<file path="src/rtl/regfile_sb_if.sv">
// regfile_sb_if -- bus bundle between the issue/writeback stages and regfile_sb.
//
// Signals
//   AD1/AD2, RE      read addresses and read enable
//   RD1/RD2          registered read data
//   AD3/WE3/WD3      write port
//   ISSUE/ISSUE_RD   destination of the instruction issued this cycle
//   USE1/USE2        AD1/AD2 carry real source operands
//   STALL            combinational hazard flag
//   BUSY             scoreboard vector, one bit per register
//   a0               registered copy of the mirrored register
// Modports: master = pipeline side, slave = register file.
interface regfile_sb_if #(
    parameter int ADDRESS_WIDTH = 5,
    parameter int DATA_WIDTH    = 32
);
    localparam int DEPTH = 2 ** ADDRESS_WIDTH;

    logic [ADDRESS_WIDTH-1:0] AD1;
    logic [ADDRESS_WIDTH-1:0] AD2;
    logic                     RE;
    logic [DATA_WIDTH-1:0]    RD1;
    logic [DATA_WIDTH-1:0]    RD2;
    logic [ADDRESS_WIDTH-1:0] AD3;
    logic                     WE3;
    logic [DATA_WIDTH-1:0]    WD3;
    logic                     ISSUE;
    logic [ADDRESS_WIDTH-1:0] ISSUE_RD;
    logic                     USE1;
    logic                     USE2;
    logic                     STALL;
    logic [DEPTH-1:0]         BUSY;
    logic [DATA_WIDTH-1:0]    a0;

    modport master (
        output AD1, AD2, RE, AD3, WE3, WD3, ISSUE, ISSUE_RD, USE1, USE2,
        input  RD1, RD2, STALL, BUSY, a0
    );

    modport slave (
        input  AD1, AD2, RE, AD3, WE3, WD3, ISSUE, ISSUE_RD, USE1, USE2,
        output RD1, RD2, STALL, BUSY, a0
    );
endinterface

</file>
<file path="src/rtl/regfile_sb.sv">
// regfile_sb -- two-read/one-write register file with write-to-read bypass,
// pending-write scoreboard (drives the decode stall) and a registered debug
// tap of one register.
//
// Ports
//   clk    clock, all state updates on the rising edge
//   rst_n  asynchronous active-low reset, clears every register and flag
//   bus    regfile_sb_if.slave: read ports, write port, issue/scoreboard
//          signals, STALL, BUSY and the a0 tap
module regfile_sb #(
    parameter int ADDRESS_WIDTH = 5,
    parameter int DATA_WIDTH    = 32,
    parameter int ZERO_REG      = 1,
    parameter int BYPASS        = 1,
    parameter int A0_INDEX      = 10
) (
    input  logic         clk,
    input  logic         rst_n,
    regfile_sb_if.slave  bus
);
    localparam int DEPTH = 2 ** ADDRESS_WIDTH;
    localparam logic [ADDRESS_WIDTH-1:0] A0_ADDR = ADDRESS_WIDTH'(A0_INDEX);

    logic [DATA_WIDTH-1:0] regs_reg [DEPTH];
    logic [DEPTH-1:0]      busy_reg;
    logic [DEPTH-1:0]      busy_next;
    logic [DATA_WIDTH-1:0] rd1_reg;
    logic [DATA_WIDTH-1:0] rd2_reg;
    logic [DATA_WIDTH-1:0] a0_reg;
    logic [DATA_WIDTH-1:0] rd1_next;
    logic [DATA_WIDTH-1:0] rd2_next;
    logic [DATA_WIDTH-1:0] a0_next;
    logic                  wr_en;

    // Architectural value of a register as seen by a reader this cycle:
    // hardwired zero first, then the in-flight write (when bypassing), then storage.
    function automatic logic [DATA_WIDTH-1:0] read_value(
        input logic [ADDRESS_WIDTH-1:0] addr,
        input logic [DATA_WIDTH-1:0]    stored,
        input logic                     we,
        input logic [ADDRESS_WIDTH-1:0] wa,
        input logic [DATA_WIDTH-1:0]    wd
    );
        if (ZERO_REG != 0 && addr == '0)
            return '0;
        else if (BYPASS != 0 && we && wa == addr)
            return wd;
        else
            return stored;
    endfunction

    // A busy register stops being a hazard in the very cycle its result
    // is being written back, provided that result is forwarded.
    function automatic logic busy_eff(
        input logic [ADDRESS_WIDTH-1:0] addr,
        input logic                     busy_bit,
        input logic                     we,
        input logic [ADDRESS_WIDTH-1:0] wa
    );
        if (ZERO_REG != 0 && addr == '0)
            return 1'b0;
        else if (BYPASS != 0 && we && wa == addr)
            return 1'b0;
        else
            return busy_bit;
    endfunction

    // Writes to register 0 are dropped when it is hardwired.
    assign wr_en = bus.WE3 && !(ZERO_REG != 0 && bus.AD3 == '0);

    assign rd1_next = read_value(bus.AD1, regs_reg[bus.AD1], bus.WE3, bus.AD3, bus.WD3);
    assign rd2_next = read_value(bus.AD2, regs_reg[bus.AD2], bus.WE3, bus.AD3, bus.WD3);
    assign a0_next  = read_value(A0_ADDR, regs_reg[A0_ADDR], bus.WE3, bus.AD3, bus.WD3);

    // Scoreboard next state per register: a new producer (set) supersedes
    // the retiring one (clear) when both hit the same register on one edge.
    generate
        for (genvar gi = 0; gi < DEPTH; gi++) begin : g_busy
            logic set_hit;
            logic clr_hit;
            assign set_hit = bus.ISSUE && bus.ISSUE_RD == ADDRESS_WIDTH'(gi)
                             && !(ZERO_REG != 0 && gi == 0);
            assign clr_hit = bus.WE3 && bus.AD3 == ADDRESS_WIDTH'(gi);
            assign busy_next[gi] = set_hit ? 1'b1 : (clr_hit ? 1'b0 : busy_reg[gi]);
        end
    endgenerate

    always_ff @(posedge clk or negedge rst_n) begin
        if (!rst_n) begin
            for (int i = 0; i < DEPTH; i++)
                regs_reg[i] <= '0;
        end else if (wr_en) begin
            regs_reg[bus.AD3] <= bus.WD3;
        end
    end

    always_ff @(posedge clk or negedge rst_n) begin
        if (!rst_n) begin
            busy_reg <= '0;
            rd1_reg  <= '0;
            rd2_reg  <= '0;
            a0_reg   <= '0;
        end else begin
            busy_reg <= busy_next;
            a0_reg   <= a0_next;
            if (bus.RE) begin
                rd1_reg <= rd1_next;
                rd2_reg <= rd2_next;
            end
        end
    end

    assign bus.STALL = (bus.USE1 && busy_eff(bus.AD1, busy_reg[bus.AD1], bus.WE3, bus.AD3))
                     | (bus.USE2 && busy_eff(bus.AD2, busy_reg[bus.AD2], bus.WE3, bus.AD3));
    assign bus.BUSY  = busy_reg;
    assign bus.RD1   = rd1_reg;
    assign bus.RD2   = rd2_reg;
    assign bus.a0    = a0_reg;
endmodule
</file>
<file path="src/flat_wrapper.sv">
// flat-port wrapper written by rule: the top's interface ports become plain ports
module regfile_sb_flat 
#(
    parameter int ADDRESS_WIDTH = 5,
    parameter int DATA_WIDTH    = 32,
    parameter int ZERO_REG      = 1,
    parameter int BYPASS        = 1,
    parameter int A0_INDEX      = 10
)
  (clk, rst_n, bus_AD1, bus_AD2, bus_RE, bus_AD3, bus_WE3, bus_WD3, bus_ISSUE, bus_ISSUE_RD, bus_USE1, bus_USE2, bus_RD1, bus_RD2, bus_STALL, bus_BUSY, bus_a0);
  regfile_sb_if #(.ADDRESS_WIDTH(ADDRESS_WIDTH), .DATA_WIDTH(DATA_WIDTH)) bus_i ();
  input  logic clk;
  input  logic rst_n;
  input wire logic [$bits(bus_i.AD1)-1:0] bus_AD1;
  input wire logic [$bits(bus_i.AD2)-1:0] bus_AD2;
  input wire logic [$bits(bus_i.RE)-1:0] bus_RE;
  input wire logic [$bits(bus_i.AD3)-1:0] bus_AD3;
  input wire logic [$bits(bus_i.WE3)-1:0] bus_WE3;
  input wire logic [$bits(bus_i.WD3)-1:0] bus_WD3;
  input wire logic [$bits(bus_i.ISSUE)-1:0] bus_ISSUE;
  input wire logic [$bits(bus_i.ISSUE_RD)-1:0] bus_ISSUE_RD;
  input wire logic [$bits(bus_i.USE1)-1:0] bus_USE1;
  input wire logic [$bits(bus_i.USE2)-1:0] bus_USE2;
  output wire logic [$bits(bus_i.RD1)-1:0] bus_RD1;
  output wire logic [$bits(bus_i.RD2)-1:0] bus_RD2;
  output wire logic [$bits(bus_i.STALL)-1:0] bus_STALL;
  output wire logic [$bits(bus_i.BUSY)-1:0] bus_BUSY;
  output wire logic [$bits(bus_i.a0)-1:0] bus_a0;
  assign bus_i.AD1 = bus_AD1;
  assign bus_i.AD2 = bus_AD2;
  assign bus_i.RE = bus_RE;
  assign bus_i.AD3 = bus_AD3;
  assign bus_i.WE3 = bus_WE3;
  assign bus_i.WD3 = bus_WD3;
  assign bus_i.ISSUE = bus_ISSUE;
  assign bus_i.ISSUE_RD = bus_ISSUE_RD;
  assign bus_i.USE1 = bus_USE1;
  assign bus_i.USE2 = bus_USE2;
  assign bus_RD1 = bus_i.RD1;
  assign bus_RD2 = bus_i.RD2;
  assign bus_STALL = bus_i.STALL;
  assign bus_BUSY = bus_i.BUSY;
  assign bus_a0 = bus_i.a0;
  regfile_sb #(.ADDRESS_WIDTH(ADDRESS_WIDTH), .DATA_WIDTH(DATA_WIDTH), .ZERO_REG(ZERO_REG), .BYPASS(BYPASS), .A0_INDEX(A0_INDEX)) u_core (.clk(clk), .rst_n(rst_n), .bus(bus_i));
endmodule
</file>
<file path="config.mk">
export PLATFORM = sky130hd
export DESIGN_NAME = regfile_sb_flat
export DESIGN_NICKNAME = d
export VERILOG_FILES = /design/src/rtl/regfile_sb_if.sv /design/src/rtl/regfile_sb.sv /design/src/flat_wrapper.sv
export SDC_FILE = /design/constraint.sdc
export NUM_CORES = 2
export LEC_CHECK = 0
export CAP_MARGIN = 0
export CORE_MARGIN = 2
export CORE_UTILIZATION = 60
export DETAILED_ROUTE_END_ITERATION = 8
export PLACE_DENSITY = 0.78
export SYNTH_ARGS = -nofsm -noshare
export SYNTH_HDL_FRONTEND = slang
export SYNTH_SLANG_ARGS = --single-unit
</file>
<file path="constraint.sdc">
create_clock -name clk -period 5.3 [get_ports clk]
set_input_delay 0.53 -clock clk [delete_from_list [all_inputs] [get_ports clk]]
set_output_delay 0.53 -clock clk [all_outputs]
set_load 0.005 [all_outputs]
</file>
==> results.json <==
{
  "m1WireLength_um": 70100,
  "outcome": "finished, final reports clean",
  "area_delta_synth_final_pct": 11.3,
  "initial_antenna_violation_count": 6,
  "placement_rows": 114,
  "critical_path.startpoint": "bus_AD2[2]",
  "timing.max_slew.rel_slack_pct": 17.0,
  "synth_top_family_by_area": "multiplexers",
  "cts_tree": "yes",
  "synth_seq_area_share_pct": 49.0,
  "reg2regPathDepth": 5,
  "rsz0062_at_grt": "false",
  "initial_core_util_pct": 60.7,
  "worstSetupPathType": "in -> out",
  "required_time_at_the_worst_slack_endpoint_ns": 4.77,
  "rr_endpoint": "u_core.bus.RD1[29]",
  "drcViolationCount": 0,
  "synth_edf_count": 0,
  "synthesis.yosys.warnings": 0,
  "finalCriticalPeriod_ns": 3.95,
  "largest_register_ffs": 1024,
  "design.core.area_mm2": 0.0969,
  "synth_xor_xnor_area_share_pct": 0.149,
  "synthMuxAreaShare_pct": 32.8,
  "grt_start_max_net_pins": 152,
  "final.hold.worst_slack_ns": 0.254,
  "global_route_wire_length_before_repair_um": 280000,
  "worst-endpoint-arrival_ns": 3.42,
  "gp_congestion": 0.872,
  "setup.reg_to_reg.worst_slack_ns": 3.34,
  "final.setup_skew_ns": 0.0227,
  "globalRouteTotalUtil_pct": 38.1,
  "largest_voltage_drop_on_the_vdd_net_mv": 0.299,
  "crit_path_max_fanout": 42,
  "top_level_ports": 188,
  "total_met2_wirelength_after_detailed_routing_um": 83700,
  "filler_cells_inserted": 6492,
  "synth_cell_type_count": 63,
  "first_global_vias": 42769,
  "finalHoldViolCount": 0,
  "worst-slew-pin-transition_ns": 1.24,
  "met3WireLength_um": 24700,
  "ctsHtreeMaxLevel": 3,
  "synth_area_mm2": 0.0588,
  "yosys_register_bits": 1151,
  "chipWidth_um": 317,
  "drtIter0Drc": 5642,
  "detailedPlacementHpwl_um": 106000,
  "tritoncts.num_buffers": 117,
  "post_route_cells_drive_above_1_share_pct": 28.9,
  "critical_path.endpoint_type": "output port",
  "timing.final.max_slew_violations": 0,
  "worstHoldStart": "bus_RE",
  "synth_nets": 4555,
  "synth-async-reset-ratio_pct": 100,
  "area_enclosed_by_the_die_boundary_mm2": 0.100,
  "avgViaCountPerCell": 7.31,
  "post_synth_and_or_nand_nor_area_fraction_pct": 5.21,
  "path_buf_inv": 3,
  "routedWlPerCell_um": 32.4,
  "achievable-frequency_mhz": 253,
  "path_delay_family": "buffers and inverters",
  "floorplan.die.height_um": 317,
  "cap_viol_max_count": 0,
  "fin_nets": 4495,
  "cts_max_path_buffers": 3,
  "cts-root-buf": "sky130_fd_sc_hd__clkbuf_16",
  "clkSlewWorstSetupHoldPaths_ns": 0.06,
  "tns_ns": 0,
  "timing.hold.worst.class": "in -> reg",
  "clock_sink_count": 1151,
  "power.static_leakage_nw": 28.6,
  "timing.critical_path.cells": "buf_4 > or3b_2 > buf_4 > o22ai_1 > a2111o_1 > o22ai_1 > clkdlybuf4s50_1",
  "fin_crit_sh_pct": 74.4,
  "cpMaxStageDelayCell": "sky130_fd_sc_hd__buf_4",
  "cp-endpoint": "bus_STALL",
  "dr.pass1.iters": 6,
  "setup.worst_path.start_class": "input pin",
  "wl_um": 188000,
  "netlist_instances": 4496,
  "dr.max_layer_used": "met5",
  "ys_dominant_reg_cell": "sky130_fd_sc_hd__dfrtp_1",
  "setup_viol": 0,
  "power.density_mw_per_mm2": 391,
  "timing.critical_path.slowest_cell_delay_ns": 0.69,
  "synth_compound_area_share_pct": 8.66,
  "final_antenna_net_count": 0,
  "worst_skew_pair.late_latency_ns": 0.71,
  "avgSynthCellArea_um2": 13.1,
  "critical_path_cell_count": 7,
  "via_count": 42501,
  "synth_adder_area_share_pct": 0,
  "rr_startpoint": "u_core.regs_reg[989]",
  "buffer_ports.inserted": 186,
  "grt-ovfl-total": 0
}
layout make-up:
type | instances | area, um^2 | share of cell area (%)
Inverter | 75 | 282 | 0.430
Tap cell | 1276 | 1600 | 2.44
Antenna cell | 7 | 17.5 | 0.0268
Sequential cell | 1151 | 28800 | 44.0
Clock inverter | 49 | 637 | 0.974
Multi-Input combinational cell | 2808 | 27800 | 42.5
Timing Repair Buffer | 283 | 2850 | 4.36
Clock buffer | 169 | 3440 | 5.25
per-stage QoR:
stage | instances | setup WS, ns | instance area, um^2 | utilization (%) | power [mW]
final | 5818 | 1.35 | 65400 | 67.5 | 25.6
after global routing | 5812 | 1.31 | 65400 | 67.5 | 26.5
after CTS | 5811 | 1.41 | 65400 | 67.5 | 25.5
after detailed placement | 5592 | 1.41 | 61300 | 63.3 | 16.7
after global placement | 5592 | 1.45 | 61300 | 63.3 | 16.5
after floorplan | 4496 | 2.72 | 58800 | - | 14.8
per-layer routing:
metal,track usage (%),vias to the layer above
li1,-,16729
met5,0,-
met2,55.7,3043
met3,12.4,652
met1,52.0,22069
met4,18.9,8
worst register-to-register path, stage by stage (launching register included):
cell,delay (ns)
sky130_fd_sc_hd__dfrtp_1,0.40
sky130_fd_sc_hd__mux4_1,0.51
sky130_fd_sc_hd__nor2b_1,0.15
sky130_fd_sc_hd__a211oi_1,0.27
sky130_fd_sc_hd__a2111oi_0,0.12
sky130_fd_sc_hd__or3_1,0.38
report_power, final:
group | switching [mW] | leakage, nW | internal [mW]
Sequential | 1.34 | 14.8 | 10.4
Combinational | 2.17 | 11.8 | 2.83
Clock | 3.61 | 2.03 | 5.17
Total | 7.12 | 28.6 | 18.4
synthesized netlist by cell type (all sizes together) (6+ instances only):
master | count | area share [%]
a211oi | 15 | 0.19
nor2 | 61 | 0.39
a32o | 7 | 0.12
mux2i | 149 | 2.5
o21ai | 557 | 4.7
o22ai | 88 | 0.94
nand2b | 10 | 0.11
nor3 | 8 | 0.085
xnor2 | 6 | 0.089
o221ai | 41 | 0.61
o211ai | 16 | 0.20
mux2 | 528 | 10
inv | 74 | 0.47
or2 | 7 | 0.075
a22oi | 64 | 0.82
a22o | 12 | 0.18
or3 | 10 | 0.11
nand3 | 39 | 0.33
a221oi | 7 | 0.10
mux4 | 512 | 20
nor2b | 15 | 0.16
buf | 198 | 2.0
a222oi | 14 | 0.24
a2111oi | 6 | 0.089
clkbuf | 264 | 1.7
nand2 | 579 | 3.7
dfrtp | 1151 | 49
how the worst min path moves through the flow:
stage | end | slack (ns) | cells after the start
after floorplan | u_core.bus.BUSY[10] | 0.23 | 0
after global placement | u_core.regs_reg[1012] | 0.37 | 0
after detailed placement | u_core.regs_reg[1006] | 0.38 | 0
after CTS | u_core.bus.RD2[1] | 0.24 | 2
after global routing | u_core.bus.RD2[31] | 0.25 | 2
final | u_core.bus.RD2[31] | 0.25 | 2
cell usage in the layout (no fill, tap or decap), types with 79 or more instances in the layout:
cell                              count
sky130_fd_sc_hd__dfrtp_1           1151
sky130_fd_sc_hd__nand2_1            568
sky130_fd_sc_hd__o21ai_0            555
sky130_fd_sc_hd__mux2_2             528
sky130_fd_sc_hd__mux4_2             435
sky130_fd_sc_hd__clkdlybuf4s50_1    177
sky130_fd_sc_hd__mux2i_1            149
sky130_fd_sc_hd__clkbuf_16          119
sky130_fd_sc_hd__o22ai_1             88
sky130_fd_sc_hd__buf_4               79
what timing repair did:
action                                 CTS  global route
endpoints found under the hold margin   73             0
hold buffers                             1             0
resized for setup                        0             0
setup buffers                            0             0
cell families after synthesis:
kind of cell    after synthesis
compound gates              859
xor+xnor                     10
buf+inv                     537
flops                      1151
mux                        1189
other cells                   1
simple gates                749
(Power assumes the default switching activity.)
